==> src/rtl/rr_code_pkg.sv <==
// Shared definitions for the round-robin code arbiter: sizes, FSM state
// encoding and the rotate helper used by the pick logic.
package rr_code_pkg;

    localparam int N_REQ = 8;
    localparam int IDX_W = 3;
    localparam int CNT_W = 8;

    // IDLE: nothing offered downstream. OFFER: code holds a live grant.
    typedef enum logic [0:0] {
        IDLE  = 1'b0,
        OFFER = 1'b1
    } state_e;

    // Rotate a request vector right so that bit 'sh' lands on bit 0.
    // Doubling the vector makes the wrap-around a plain shift.
    function automatic logic [N_REQ-1:0] rotate_right(
        input logic [N_REQ-1:0] vec,
        input logic [IDX_W-1:0] sh
    );
        logic [2*N_REQ-1:0] dbl;
        dbl = {vec, vec} >> sh;
        return dbl[N_REQ-1:0];
    endfunction

endpackage : rr_code_pkg

==> src/rtl/rr_code_arbiter_chk.sv <==
// Protocol checker for the arbiter outputs: a stalled grant must stay put,
// and each handshake must advance the transfer counter by exactly one.
module rr_code_arbiter_chk
    import rr_code_pkg::*;
(
    input logic             clk,
    input logic             rst_n,
    input logic             valid,
    input logic             ready,
    input logic [IDX_W-1:0] code,
    input logic [CNT_W-1:0] xfer_cnt
);

    a_grant_held: assert property (
        @(posedge clk) disable iff (!rst_n)
        (valid && !ready) |=> (valid && $stable(code))
    );

    a_cnt_step: assert property (
        @(posedge clk) disable iff (!rst_n)
        (valid && ready) |=> (xfer_cnt == CNT_W'($past(xfer_cnt) + 8'd1))
    );

    a_cnt_hold: assert property (
        @(posedge clk) disable iff (!rst_n)
        !(valid && ready) |=> $stable(xfer_cnt)
    );

endmodule : rr_code_arbiter_chk

==> src/rtl/rr_code_arbiter_pick.sv <==
// Combinational round-robin pick: finds the first set request at or above
// 'start', wrapping from 7 back to 0. Rotate so 'start' becomes bit 0,
// take the lowest set bit, then add 'start' back to undo the rotation.
module rr_pick
    import rr_code_pkg::*;
(
    input  logic [N_REQ-1:0] req,
    input  logic [IDX_W-1:0] start,
    output logic [IDX_W-1:0] idx,
    output logic             any
);

    logic [N_REQ-1:0] rot_s;
    logic [IDX_W-1:0] enc_s;

    // Rotate the requests so the search origin sits at bit 0.
    always_comb begin
        rot_s = rotate_right(req, start);
    end

    // Lowest set bit of the rotated vector; walking downward lets the
    // lowest index overwrite any higher one.
    always_comb begin
        enc_s = {IDX_W{1'b0}};
        for (int k = N_REQ - 1; k >= 0; k--) begin
            if (rot_s[k]) begin
                enc_s = IDX_W'(k);
            end else begin
                enc_s = enc_s;
            end
        end
    end

    // Undo the rotation (modulo-8 add) and flag whether anything was found.
    always_comb begin
        idx = enc_s + start;
        any = |req;
    end

endmodule : rr_pick

==> src/rtl/rr_code_arbiter.sv <==
// Round-robin arbiter over eight level-sensitive requests. The winner is
// presented as a registered 3-bit code with valid/ready; the grant is held
// until accepted and the next pick starts just above the last accepted code.
module rr_code_arbiter
    import rr_code_pkg::*;
(
    input  logic             clk,
    input  logic             rst_n,
    input  logic [N_REQ-1:0] req,
    output logic [IDX_W-1:0] code,
    output logic             valid,
    input  logic             ready,
    output logic [CNT_W-1:0] xfer_cnt
);

    state_e           state_q, state_d;
    logic [IDX_W-1:0] ptr_q, ptr_d;
    logic [IDX_W-1:0] code_q, code_d;
    logic             valid_q, valid_d;
    logic [CNT_W-1:0] cnt_q, cnt_d;
    // Cleared by reset, set by the first edge afterwards, so requests are
    // only acted on from the second edge following reset release.
    logic             armed_q, armed_d;

    logic             hs_s;
    logic [IDX_W-1:0] pick_start_s;
    logic [IDX_W-1:0] pick_idx_s;
    logic             pick_any_s;

    // Handshake and search origin: during a handshake the pointer is about
    // to become the current code, so search from just above it already.
    always_comb begin
        hs_s = (state_q == OFFER) && ready;
        if (hs_s) begin
            pick_start_s = code_q + 3'd1;
        end else begin
            pick_start_s = ptr_q + 3'd1;
        end
    end

    rr_pick u_pick (
        .req   (req),
        .start (pick_start_s),
        .idx   (pick_idx_s),
        .any   (pick_any_s)
    );

    // Next-state and register-input logic for the IDLE/OFFER machine.
    always_comb begin
        state_d = state_q;
        ptr_d   = ptr_q;
        code_d  = code_q;
        valid_d = valid_q;
        cnt_d   = cnt_q;
        armed_d = 1'b1;
        case (state_q)
            IDLE: begin
                if (armed_q && pick_any_s) begin
                    code_d  = pick_idx_s;
                    valid_d = 1'b1;
                    state_d = OFFER;
                end else begin
                    valid_d = 1'b0;
                    state_d = IDLE;
                end
            end
            OFFER: begin
                if (hs_s) begin
                    ptr_d = code_q;
                    cnt_d = cnt_q + 8'd1;
                    if (pick_any_s) begin
                        code_d  = pick_idx_s;
                        valid_d = 1'b1;
                        state_d = OFFER;
                    end else begin
                        valid_d = 1'b0;
                        state_d = IDLE;
                    end
                end else begin
                    valid_d = 1'b1;
                    state_d = OFFER;
                end
            end
            default: begin
                valid_d = 1'b0;
                state_d = IDLE;
            end
        endcase
    end

    // State, pointer, grant and counter registers; reset discards any
    // pending grant without counting it.
    always_ff @(posedge clk or negedge rst_n) begin
        if (!rst_n) begin
            state_q <= IDLE;
            ptr_q   <= 3'd7;
            code_q  <= 3'd0;
            valid_q <= 1'b0;
            cnt_q   <= 8'd0;
            armed_q <= 1'b0;
        end else begin
            state_q <= state_d;
            ptr_q   <= ptr_d;
            code_q  <= code_d;
            valid_q <= valid_d;
            cnt_q   <= cnt_d;
            armed_q <= armed_d;
        end
    end

    // Outputs come straight from registers.
    always_comb begin
        code     = code_q;
        valid    = valid_q;
        xfer_cnt = cnt_q;
    end

    rr_code_arbiter_chk u_chk (
        .clk      (clk),
        .rst_n    (rst_n),
        .valid    (valid_q),
        .ready    (ready),
        .code     (code_q),
        .xfer_cnt (cnt_q)
    );

endmodule : rr_code_arbiter

==> config.mk <==
export PLATFORM = sky130hd
export DESIGN_NAME = rr_code_arbiter
export DESIGN_NICKNAME = d
export VERILOG_FILES = /design/src/rtl/rr_code_pkg.sv /design/src/rtl/rr_code_arbiter_chk.sv /design/src/rtl/rr_code_arbiter_pick.sv /design/src/rtl/rr_code_arbiter.sv
export SDC_FILE = /design/constraint.sdc
export NUM_CORES = 1
export LEC_CHECK = 0
export ABC_AREA = 1
export BUFFER_PORTS_ARGS = -buffer_cell sky130_fd_sc_hd__buf_4
export CORE_MARGIN = 4
export CORE_UTILIZATION = 50
export DETAILED_ROUTE_END_ITERATION = 8
export PLACE_DENSITY = 0.78
export RECOVER_POWER = 100
export SLEW_MARGIN = 0
export SYNTH_ARGS = -nofsm -noshare
export SYNTH_HDL_FRONTEND = slang
export SYNTH_SLANG_ARGS = --single-unit
export TNS_END_PERCENT = 1
==> constraint.sdc <==
create_clock -name clk -period 2.89 [get_ports clk]
set_input_delay 0.578 -clock clk [delete_from_list [all_inputs] [get_ports clk]]
set_output_delay 0.578 -clock clk [all_outputs]
set_load 0.005 [all_outputs]
# ---- Yosys cells after proc, flatten, opt, wreduce, memory -nomap -nowiden
# Index checks and enable logic that the tools add are counted.
dict set report op_classes {
  n_eq_ne 3
  multipliers 0
  magnitude_cmp 0
  mux 17
  add_sub_neg 4
  reduce_logical 5
  bitwise_logic 1
  n_shift 1
  n_div 0
}
# operator count
set ops {}
lappend ops {{$mux W3} 12}
lappend ops {{$shr A16 B3 Y8} 1}
lappend ops {{$add A8 B1 Y8 const B} 1}
lappend ops {{$reduce_or A8 Y1} 1}
lappend ops {{$add A3 B1 Y3 const B} 2}
lappend ops {{$pmux W3 S2} 1}
lappend ops {{$ne A2 B1 Y1 const B} 2}
lappend ops {{$add A3 B3 Y3} 1}
lappend ops {{$mux W1} 3}
lappend ops {{$reduce_and A3 Y1} 1}
lappend ops {{$logic_and A1 B1 Y1} 2}
lappend ops {{$ne A2 B2 Y1 const B} 1}
lappend ops {{$pmux W1 S2} 1}
lappend ops {{$reduce_and A2 Y1} 1}
lappend ops {{$not A1 Y1} 1}
dict set report totals {
  elab_cells 36
  in_bits 11
  out_inout_bits 12
  ramBits 0
  latch_bits 0
  memories 0
  mem_bits_ro 0
  reg_bits 16
}

# ---- Depth between registers and ports, before layout
# Gate-level depths: netlist (run 1).
dict set report logic_depth {
  ltp_word 15
  depth_mapped 25
  ltp_nobuf 23
}

# ---- Modules after synthesis
# From an unflattened synthesis (run 1), not the netlist that was laid out.
dict set report hier_totals {
  cells_unflattened 183
  area_unflattened_um2 1273.7
}
# module n_inst area_per_inst_um2 seq_area_each_um2 cells_each
set modules_own_cells {}
lappend modules_own_cells {rr_code_arbiter 1 742.0 404.1 85}
lappend modules_own_cells {rr_pick 1 531.8 0.0 98}

# ---- Least setup slack after synthesis (run 1)
# OpenSTA, ideal clock, no wires.
dict set report synth_path {
  kind {input -> register}
  from {input ready}
  to {register code_q[2], in the netlist code[2]}
  slack_ns -0.271
  t_required_ns 2.770
  setup_time_ns 0.120
  stages 23
  t_arrival_ns 3.041
  path_buffers 2
  cell_sequence {buf_6 -> nand2_8 -> nand2_4 -> nand2_4 -> buf_8 -> ha_1 -> inv_1 -> nand3_1 -> nand3_1 -> nand2_1 -> inv_1 -> nand2_1 -> nand2_1 -> nand2_1 -> nand2_1 -> a21oi_1 -> ha_1 -> inv_1 -> fa_1 -> xor2_1 -> nand3_1 -> nand3_1 -> nand2_1}
}
dict set report synth_via {
  elab_chain_cells 15
  elab_cells_between_ends 18
  cone_classes {1 x add/sub; 1 x eq/ne; 1 x shift; 13 x mux; 2 x reduce/logical}
}
# item line_no
set synth_rtl {}
lappend synth_rtl {{from (decl)} rr_code_arbiter.sv:12} ;# input logic ready,
lappend synth_rtl {{$logic_and A1 B1 Y1 (*)} rr_code_arbiter.sv:33} ;# hs_s = (state_q == OFFER) && ready;
lappend synth_rtl {{$mux W3} rr_code_arbiter.sv:34} ;# if (hs_s) begin
lappend synth_rtl {{$shr A16 B3 Y8} rr_code_pkg.sv:22} ;# dbl = {vec, vec} >> sh;
lappend synth_rtl {{$mux W3 (8 in series)} rr_code_arbiter_pick.sv:26} ;# if (rot_s[k]) begin
lappend synth_rtl {{$add A3 B3 Y3} rr_code_arbiter_pick.sv:36} ;# idx = enc_s + start;
lappend synth_rtl {{$mux W3} rr_code_arbiter.sv:71} ;# if (pick_any_s) begin
lappend synth_rtl {{$mux W3} rr_code_arbiter.sv:68} ;# if (hs_s) begin
lappend synth_rtl {{$pmux W3 S2} rr_code_arbiter.sv:56} ;# case (state_q)
lappend synth_rtl {{to (signal assigned)} rr_code_arbiter.sv:104} ;# code_q <= code_d;
lappend synth_rtl {{to (decl)} rr_code_arbiter.sv:18} ;# logic [IDX_W-1:0] code_q, code_d;
# Every way passes the cells marked *; elsewhere a longest branch is shown, timed or not. The select of a mux whose other input is x is not followed.
# A chain may end at the register's enable or synchronous reset.

==> impl_metrics.csv, run 1 <==
group,metric,value,unit
floorplan,placementRows,18,
final_layout,finish.net_count,263,
grt,number_of_global_route_vias_before_repair,1233,
clock_network,cts_htree_levels,1,
power,clock_power_share,0.073,
power,seq_power_share,0.196,
power,worst_vdd_drop,0.707,mV
clock_network,tritoncts.num_buffers,3,
worst_hold_path,hold_path_class,"in2async",
grt,number_of_antenna_violations_at_the_first_check_in_global_routing,0,
floorplan,placeableCoreArea,0.00252,mm²
final_layout,multi_input_area,917,µm²
grt,globalRoute.totalOverflow,0,
sta,period_utilisation_layout,0.997,
route,vias_cell,5.06,
outcome,run_status,"completed",
place,post_dp_cell_area,0.00171,mm²
final_layout,num_antenna_cells,0,
place,place.gp.congestion,0.935,
worst_setup_path,timing.critical_path.fanout_max,7,
power,switching_share,0.473,
synthesis,netlist.top_cell.by_area,"sky130_fd_sc_hd__dfrtp_1",
floorplan,dieHeight,59.8,µm
worst_setup_path,timing.critical_path.from,"valid",
power,power.density,1120,mW/mm²
sta,clock-skew-final,0.0105,ns
synthesis,synth.area.top_cells,"sky130_fd_sc_hd__dfrtp_1, sky130_fd_sc_hd__nand2_1, sky130_fd_sc_hd__nand3_1",
sta,timing_worst_slew_pin_value,0.817,ns
worst_setup_path,cp_data_arrival_time,3.08,ns
power,p_sw,0.979,mW
final_layout,syn_to_final_growth,37.0,%
route,vias,1402,
final_layout,nFillCells,198,
clock_network,clock_insertion_delay_worst_skew,0.30,ns
sta,final-hold-violation-count,0,
worst_setup_path,number_of_cells_on_the_worst_reg_to_reg_path,19,
grt,wire_length_of_the_first_global_routing_pass,5280,µm
final_layout,final-instance-count-excl-fill,277,
floorplan,dieWidth,59.8,µm
worst_setup_path,rrSetupSlack,0.007,ns
synthesis,ys_seq_area_frac,0.301,
sta,maxSlewViolCount,0,
worst_setup_path,timing.critical_path.required,3.09,ns
worst_setup_path,cp_num_buf_inv,5,
synthesis,postSynthRegisterBits,16,
clock_network,cts_tree,"built",
job,max_cap_violations,0,
sta,rsz_0062_raised_after_global_routing,"yes",
synthesis,mappedNetlistArea,0.00134,mm²
place,setup_slack_placement,-0.186,ns
power,cellLeakagePower,1.00,nW
synthesis,ys.warnings.count,0,
final_layout,final_area,0.00184,mm²
sta,fin_ws,0.00738,ns
route,residual_drc,0,
worst_setup_path,crit_path_end_kind,"flip-flop",
route,wl_per_cell,12.2,µm
worst_setup_path,crit-reg2reg-launch,"valid",
worst_setup_path,crit_type,"reg2reg",
worst_setup_path,crit_path_top_delay_cell,"sky130_fd_sc_hd__dfrtp_2",
power,comb_power_share,0.731,
worst_setup_path,cp.depth,19,
worst_setup_path,worstSetupEndpoint,"code[2]",
grt,total_global_route_track_usage,0.191,
synthesis,synthesis.nets,214,
final_layout,finish.utilization,0.730,
synthesis,synth_area_per_cell,6.75,µm²
final_layout,layout_cells_sized_above_1,0.389,
place,port_bufs,22,
worst_setup_path,critical_path_max_stage_delay,0.49,ns
synthesis,yosysTopAreaCellShare,0.242,
place,placed_cells,269,
power,p_int,1.09,mW
sta,fin_hold_ws,0.337,ns
route,postRouteWirelength,3370,µm
synthesis,synth_cells,199,
floorplan,die-area,0.00358,mm²
final_layout,ff_latch_area,405,µm²
clock_network,cts.root.buffer_cell,"sky130_fd_sc_hd__clkbuf_4",
route,drt_first_iter_violations,67,
sta,clock.fmax,347,MHz
grt,grt_start_max_net_pins,17,
clock_network,max-clock-path-buffers,2,
worst_setup_path,r2r_end,"code[2]",
place,detailed_place_hpwl,2460,µm
worst_setup_path,setup.worst_path.start_class,"flip-flop",
route,first_pass_iters,4,
sta,setup_viol,0,
worst_setup_path,timing.critical_path.cells,"buf_6 -> nand3_4 -> nand2_4 -> ha_4 -> inv_1 -> nand2_2 -> nand2_4 -> buf_4 -> nand3_1 -> and2_1 -> a21oi_2 -> ha_2 -> inv_2 -> fa_2 -> xor2_2 -> inv_1 -> nand2_1 -> nand3_1 -> nand2_1",
synthesis,post_synth_num_cell_types,29,
sta,timing.max_slew.rel_slack,0.455,
clock_network,clk_transition_reported_paths,0.10,ns
clock_network,cts_sinks,16,
sta,min_period,2.88,ns
floorplan,pin_count,23,
worst_setup_path,timing.critical_path.max_delay_family,"simple AND/OR/NAND/NOR gates",
clock_network,cts_hold_buffers,0,
route,ant_nets,0,
floorplan,start_util,0.533,
## synthesized netlist by cell type
cell type and n:
sky130_fd_sc_hd__conb_1 1, sky130_fd_sc_hd__nand3_4 1, sky130_fd_sc_hd__nand2_4 2, sky130_fd_sc_hd__and2_1 1, sky130_fd_sc_hd__o21bai_1 1, sky130_fd_sc_hd__nand3_2 1
sky130_fd_sc_hd__xor2_1 5, sky130_fd_sc_hd__nor2_1 6, sky130_fd_sc_hd__nand2_8 1, sky130_fd_sc_hd__xnor2_1 3, sky130_fd_sc_hd__ha_1 3, sky130_fd_sc_hd__buf_8 1
sky130_fd_sc_hd__o21ai_0 4, sky130_fd_sc_hd__nor3_1 1, sky130_fd_sc_hd__nor2_2 1, sky130_fd_sc_hd__o21ai_1 1, sky130_fd_sc_hd__dfstp_2 3, sky130_fd_sc_hd__nand2_1 83
sky130_fd_sc_hd__mux2i_1 1, sky130_fd_sc_hd__a21oi_1 1, sky130_fd_sc_hd__nand2_2 12, sky130_fd_sc_hd__buf_6 2, sky130_fd_sc_hd__inv_1 22, sky130_fd_sc_hd__nor4_1 2
sky130_fd_sc_hd__nand4_1 2, sky130_fd_sc_hd__fa_1 1, sky130_fd_sc_hd__dfrtp_1 13, sky130_fd_sc_hd__inv_2 1, sky130_fd_sc_hd__nand3_1 23
## metal layers
layer,global-route usage,vias up,share of wire
li1,-,714,-
met1,0.262,642,0.45
met2,0.315,40,0.49
met3,0.0410,6,0.047
met4,0.0285,0,0.011
met5,0,-,0
## cells in the final DEF, fill, tap and decap left out, drive strengths merged, types with 5 or more instances in the layout
cell type,netlist,layout
xor2,5,5
dfrtp,13,13
inv,23,23
nand3,25,25
nand2,98,98
buf,3,46
o21ai,5,5
clkbuf,0,5
nor2,7,7
## timing repair
item	CTS	global route
buffers inserted	0	4
setup endpoints to repair	1	2
pin swaps	0	13
gates resized for setup	1	18
## how the worst min path moves through the flow
stage               start          end  slack [ns]  cells after the start
floorplan           rst_n      armed_q        0.28                      0
global placement    rst_n  xfer_cnt[2]        0.44                      1
detailed placement  rst_n  xfer_cnt[2]        0.44                      1
CTS                 rst_n  xfer_cnt[2]        0.13                      1
global route        rst_n  xfer_cnt[0]        0.40                      1
finish              rst_n  xfer_cnt[2]        0.34                      1
## power groups by stage
stage	logic, mW	registers [mW]	clock network (mW)
4_1_cts	1.33	0.408	0.150
6_report	1.51	0.406	0.151
3_5_place_dp	1.32	0.410	0
3_3_place_gp	1.30	0.410	0
2_1_floorplan	0.867	0.400	0
5_1_grt	1.68	0.423	0.166
## sequential cells by signal (all words and copies together), names as in the netlist
register,flops
xfer_cnt,8
armed_q,1
ptr_q,3
code,3
valid,1
## area by class of cell
class | instances | area share
multi-input cells | 157 | 0.498
flip-flops and latches | 16 | 0.220
inverters | 23 | 0.0496
repair buffers | 47 | 0.192
well taps | 30 | 0.0204
clock buffers | 4 | 0.0197
## cells by family (layout without fill, tap and decap cells)
group / count (synthesis) / count (layout) / synth area share
compound gates: 7 / 7 / 0.0279
mux: 1 / 1 / 0.00745
fa+ha+maj: 4 / 4 / 0.0428
simple gates: 136 / 136 / 0.474
xor+xnor: 8 / 8 / 0.0521
buf+inv: 26 / 74 / 0.0922
flops: 16 / 16 / 0.301
other cells: 1 / 1 / 0.00279
## per-stage QoR
step | power [mW] | TNS [ns]
finish | 2.07 | 0
CTS | 1.89 | 0
global placement | 1.71 | -0.141
floorplan | 1.27 | -0.0366
detailed placement | 1.73 | -0.246
global route | 2.26 | -0.184
(Power assumes the default switching activity.)
==> inputs of run 2 (changes only) <==
- ABC_AREA: 1 -> 0
- CORE_UTILIZATION: 50 -> 49
- PLACE_DENSITY: 0.78 -> 0.77
==> impl_metrics.csv, run 2 <==
group,metric,value,unit
outcome,run_status,"finished with violations",
outcome,violations,"negative setup slack",
clock_network,cts_tree,"built",
clock_network,cts.root.buffer_cell,"sky130_fd_sc_hd__clkbuf_4",
synthesis,synth_ff_type,"sky130_fd_sc_hd__dfrtp_1",
worst_setup_path,number_of_cells_on_the_worst_reg_to_reg_path,14,
grt,wire_length_of_the_first_global_routing_pass,5230,µm
synthesis,synth_cells,112,
clock_network,cts_htree_levels,1,
route,vias,1087,
synthesis,postSynthRegisterBits,16,
route,maxUsedRoutingLayer,"met4",
grt,number_of_antenna_violations_at_the_first_check_in_global_routing,0,
final_layout,largest_reg_flops,8,
final_layout,nFillCells,167,
floorplan,dieWidth,58.7,µm
sta,clock-skew-final,0.00368,ns
worst_setup_path,timing.critical_path.max_delay_family,"adder cells",
power,cellLeakagePower,0.781,nW
worst_setup_path,r2r_end,"code[2]",
sta,timing.max_slew.rel_slack,0.428,
route,wl_per_cell,16.0,µm
worst_setup_path,crit_path_end_kind,"flip-flop",
floorplan,die-area,0.00345,mm²
grt,grt_start_max_net_pins,17,
sta,final-hold-violation-count,0,
synthesis,synth.cells.most_frequent,"sky130_fd_sc_hd__dfrtp_1, sky130_fd_sc_hd__nand2_1, sky130_fd_sc_hd__mux2i_1, sky130_fd_sc_hd__xnor2_1",
route,first_pass_iters,4,
final_layout,final_cell_mix,"sky130_fd_sc_hd__buf_4, sky130_fd_sc_hd__dfrtp_1, sky130_fd_sc_hd__nand2_1",
clock_network,cts_sinks,16,
final_layout,syn_to_final_growth,41.8,%
floorplan,placementRows,18,
worst_setup_path,rrSetupSlack,-0.36,ns
sta,clock.fmax,308,MHz
grt,total_global_route_track_usage,0.199,
synthesis,synthMostInstantiatedCell,"sky130_fd_sc_hd__dfrtp_1",
power,worst_vdd_drop,0.695,mV
route,met3RoutedLength,138,µm
grt,globalRoute.totalOverflow,0,
sta,setup_viol,3,
synthesis,mappedNetlistArea,0.00126,mm²
place,placed_cells,188,
synthesis,netlist.top_cell.by_area,"sky130_fd_sc_hd__dfrtp_1",
worst_setup_path,cp_data_arrival_time,3.47,ns
route,route.layer.met1.wl,1340,µm
sta,fin_ws,-0.357,ns
final_layout,num_antenna_cells,0,
floorplan,start_util,0.514,
clock_network,clock_insertion_delay_worst_skew,0.29,ns
worst_setup_path,timing.critical_path.required,3.12,ns
worst_setup_path,crit_path_top_delay_cell,"sky130_fd_sc_hd__dfrtp_2",
final_layout,final_area,0.00179,mm²
job,max_cap_violations,0,
final_layout,layout.cells.most_common,"sky130_fd_sc_hd__buf_4",
place,detailed_place_hpwl,2480,µm
synthesis,synth.area.top_cells,"sky130_fd_sc_hd__dfrtp_1, sky130_fd_sc_hd__dfstp_2, sky130_fd_sc_hd__mux4_1",
synthesis,ys_seq_area_frac,0.320,
route,ant_nets,0,
floorplan,placeableCoreArea,0.00245,mm²
final_layout,layout_cells_sized_above_1,0.587,
synthesis,yosysTopAreaCellShare,0.258,
route,residual_drc,0,
final_layout,finish.net_count,183,
floorplan,dieHeight,58.7,µm
clock_network,cts_hold_buffers,0,
final_layout,ff_latch_area,405,µm²
worst_setup_path,setup.worst_path.start_class,"flip-flop",
worst_setup_path,timing.critical_path.fanout_max,6,
clock_network,tritoncts.num_buffers,3,
floorplan,pin_count,23,
worst_setup_path,critical_path_max_stage_delay,0.46,ns
worst_hold_path,hold_path_class,"in2async",
route,drt_first_iter_violations,25,
sta,maxSlewViolCount,0,
sta,timing_worst_slew_pin_value,0.858,ns
worst_setup_path,cp_num_buf_inv,1,
synthesis,ys_async_sr_fraction,1.00,
route,postRouteWirelength,3160,µm
power,power.density,1190,mW/mm²
final_layout,multi_input_area,861,µm²
place,place.gp.congestion,0.874,
route,vias_cell,5.52,
synthesis,synth_area_per_cell,11.3,µm²
sta,period_utilisation_layout,1.12,
sta,min_period,3.25,ns
route,met2_length,1650,µm
place,setup_slack_placement,-0.764,ns
place,post_dp_cell_area,0.00166,mm²
grt,number_of_global_route_vias_before_repair,1111,
synthesis,synthesis.nets,127,
sta,rsz_0062_raised_after_global_routing,"yes",
clock_network,max-clock-path-buffers,2,
final_layout,final-instance-count-excl-fill,197,
synthesis,ys.warnings.count,0,
clock_network,clk_transition_reported_paths,0.10,ns
worst_setup_path,timing.critical_path.cells,"and3_4 -> or2_4 -> ha_4 -> mux4_2 -> mux2i_1 -> o21ai_1 -> a21bo_1 -> a31oi_1 -> ha_2 -> inv_2 -> fa_2 -> xor2_2 -> a211o_1 -> o211ai_2",
worst_setup_path,crit-reg2reg-launch,"valid",
synthesis,post_synth_num_cell_types,46,
worst_setup_path,crit_type,"reg2reg",
synthesis,number_of_synthesized_flops_with_an_enable_pin,0,
place,port_bufs,22,
## run 2: cell type report
type                       instances  share of cell area
sequential                        16               0.227
tap                               30              0.0210
clock buffer                       4              0.0203
inverter                           3             0.00910
timing repair buffer              56               0.241
multi-input combinational         88               0.481
## run 2: timing repair
action | CTS | global route
buffers inserted | 3 | 2
endpoints found under the hold margin | 0 | 0
resized for setup | 18 | 6
setup endpoints to repair | 3 | 3
pin swaps | 11 | 3
## run 2: worst max path at each step
| stage | from | end | slack [ns] | cells past startpoint |
|---|---|---|---|---|
| after floorplan | ready | code[2] | -0.68 | 17 |
| after global placement | ready | code[2] | -0.66 | 14 |
| after detailed placement | ready | code[2] | -0.76 | 14 |
| after CTS | valid | code[2] | -0.35 | 14 |
| after global routing | valid | code[2] | -0.49 | 15 |
| final | valid | code[2] | -0.36 | 14 |
## run 2: stage by stage
step	power [mW]	hold slack, ns	TNS (ns)	util
after global placement	1.69	0.446	-1.68	0.677
after CTS	2.07	0.113	-0.613	0.717
final	2.12	0.358	-0.676	0.728
after detailed placement	1.75	0.444	-1.96	0.677
after floorplan	1.26	0.282	-1.62	-
after global routing	2.28	0.410	-1.03	0.728
## run 2: kinds of logic after synthesis
group,Yosys count,synth area share
fa+ha+maj,4,0.0456
other cells,1,0.00297
simple gates,39,0.176
buf+inv,8,0.0466
compound gates,17,0.108
flops,16,0.320
mux,17,0.216
xor+xnor,10,0.0843
## run 2: power breakdown
group | total, mW | switching, mW | internal [mW]
logic | 1.58 | 0.675 | 0.905
clock network | 0.152 | 0.0754 | 0.0768
registers | 0.393 | 0.0694 | 0.323
total | 2.12 | 0.819 | 1.30
## run 2: per-layer routing
layer  global-route usage  up-vias
li1                     -      524
met1                0.250      531
met2                0.344       28
met3               0.0482        4
met4               0.0485        0
met5                    0        -
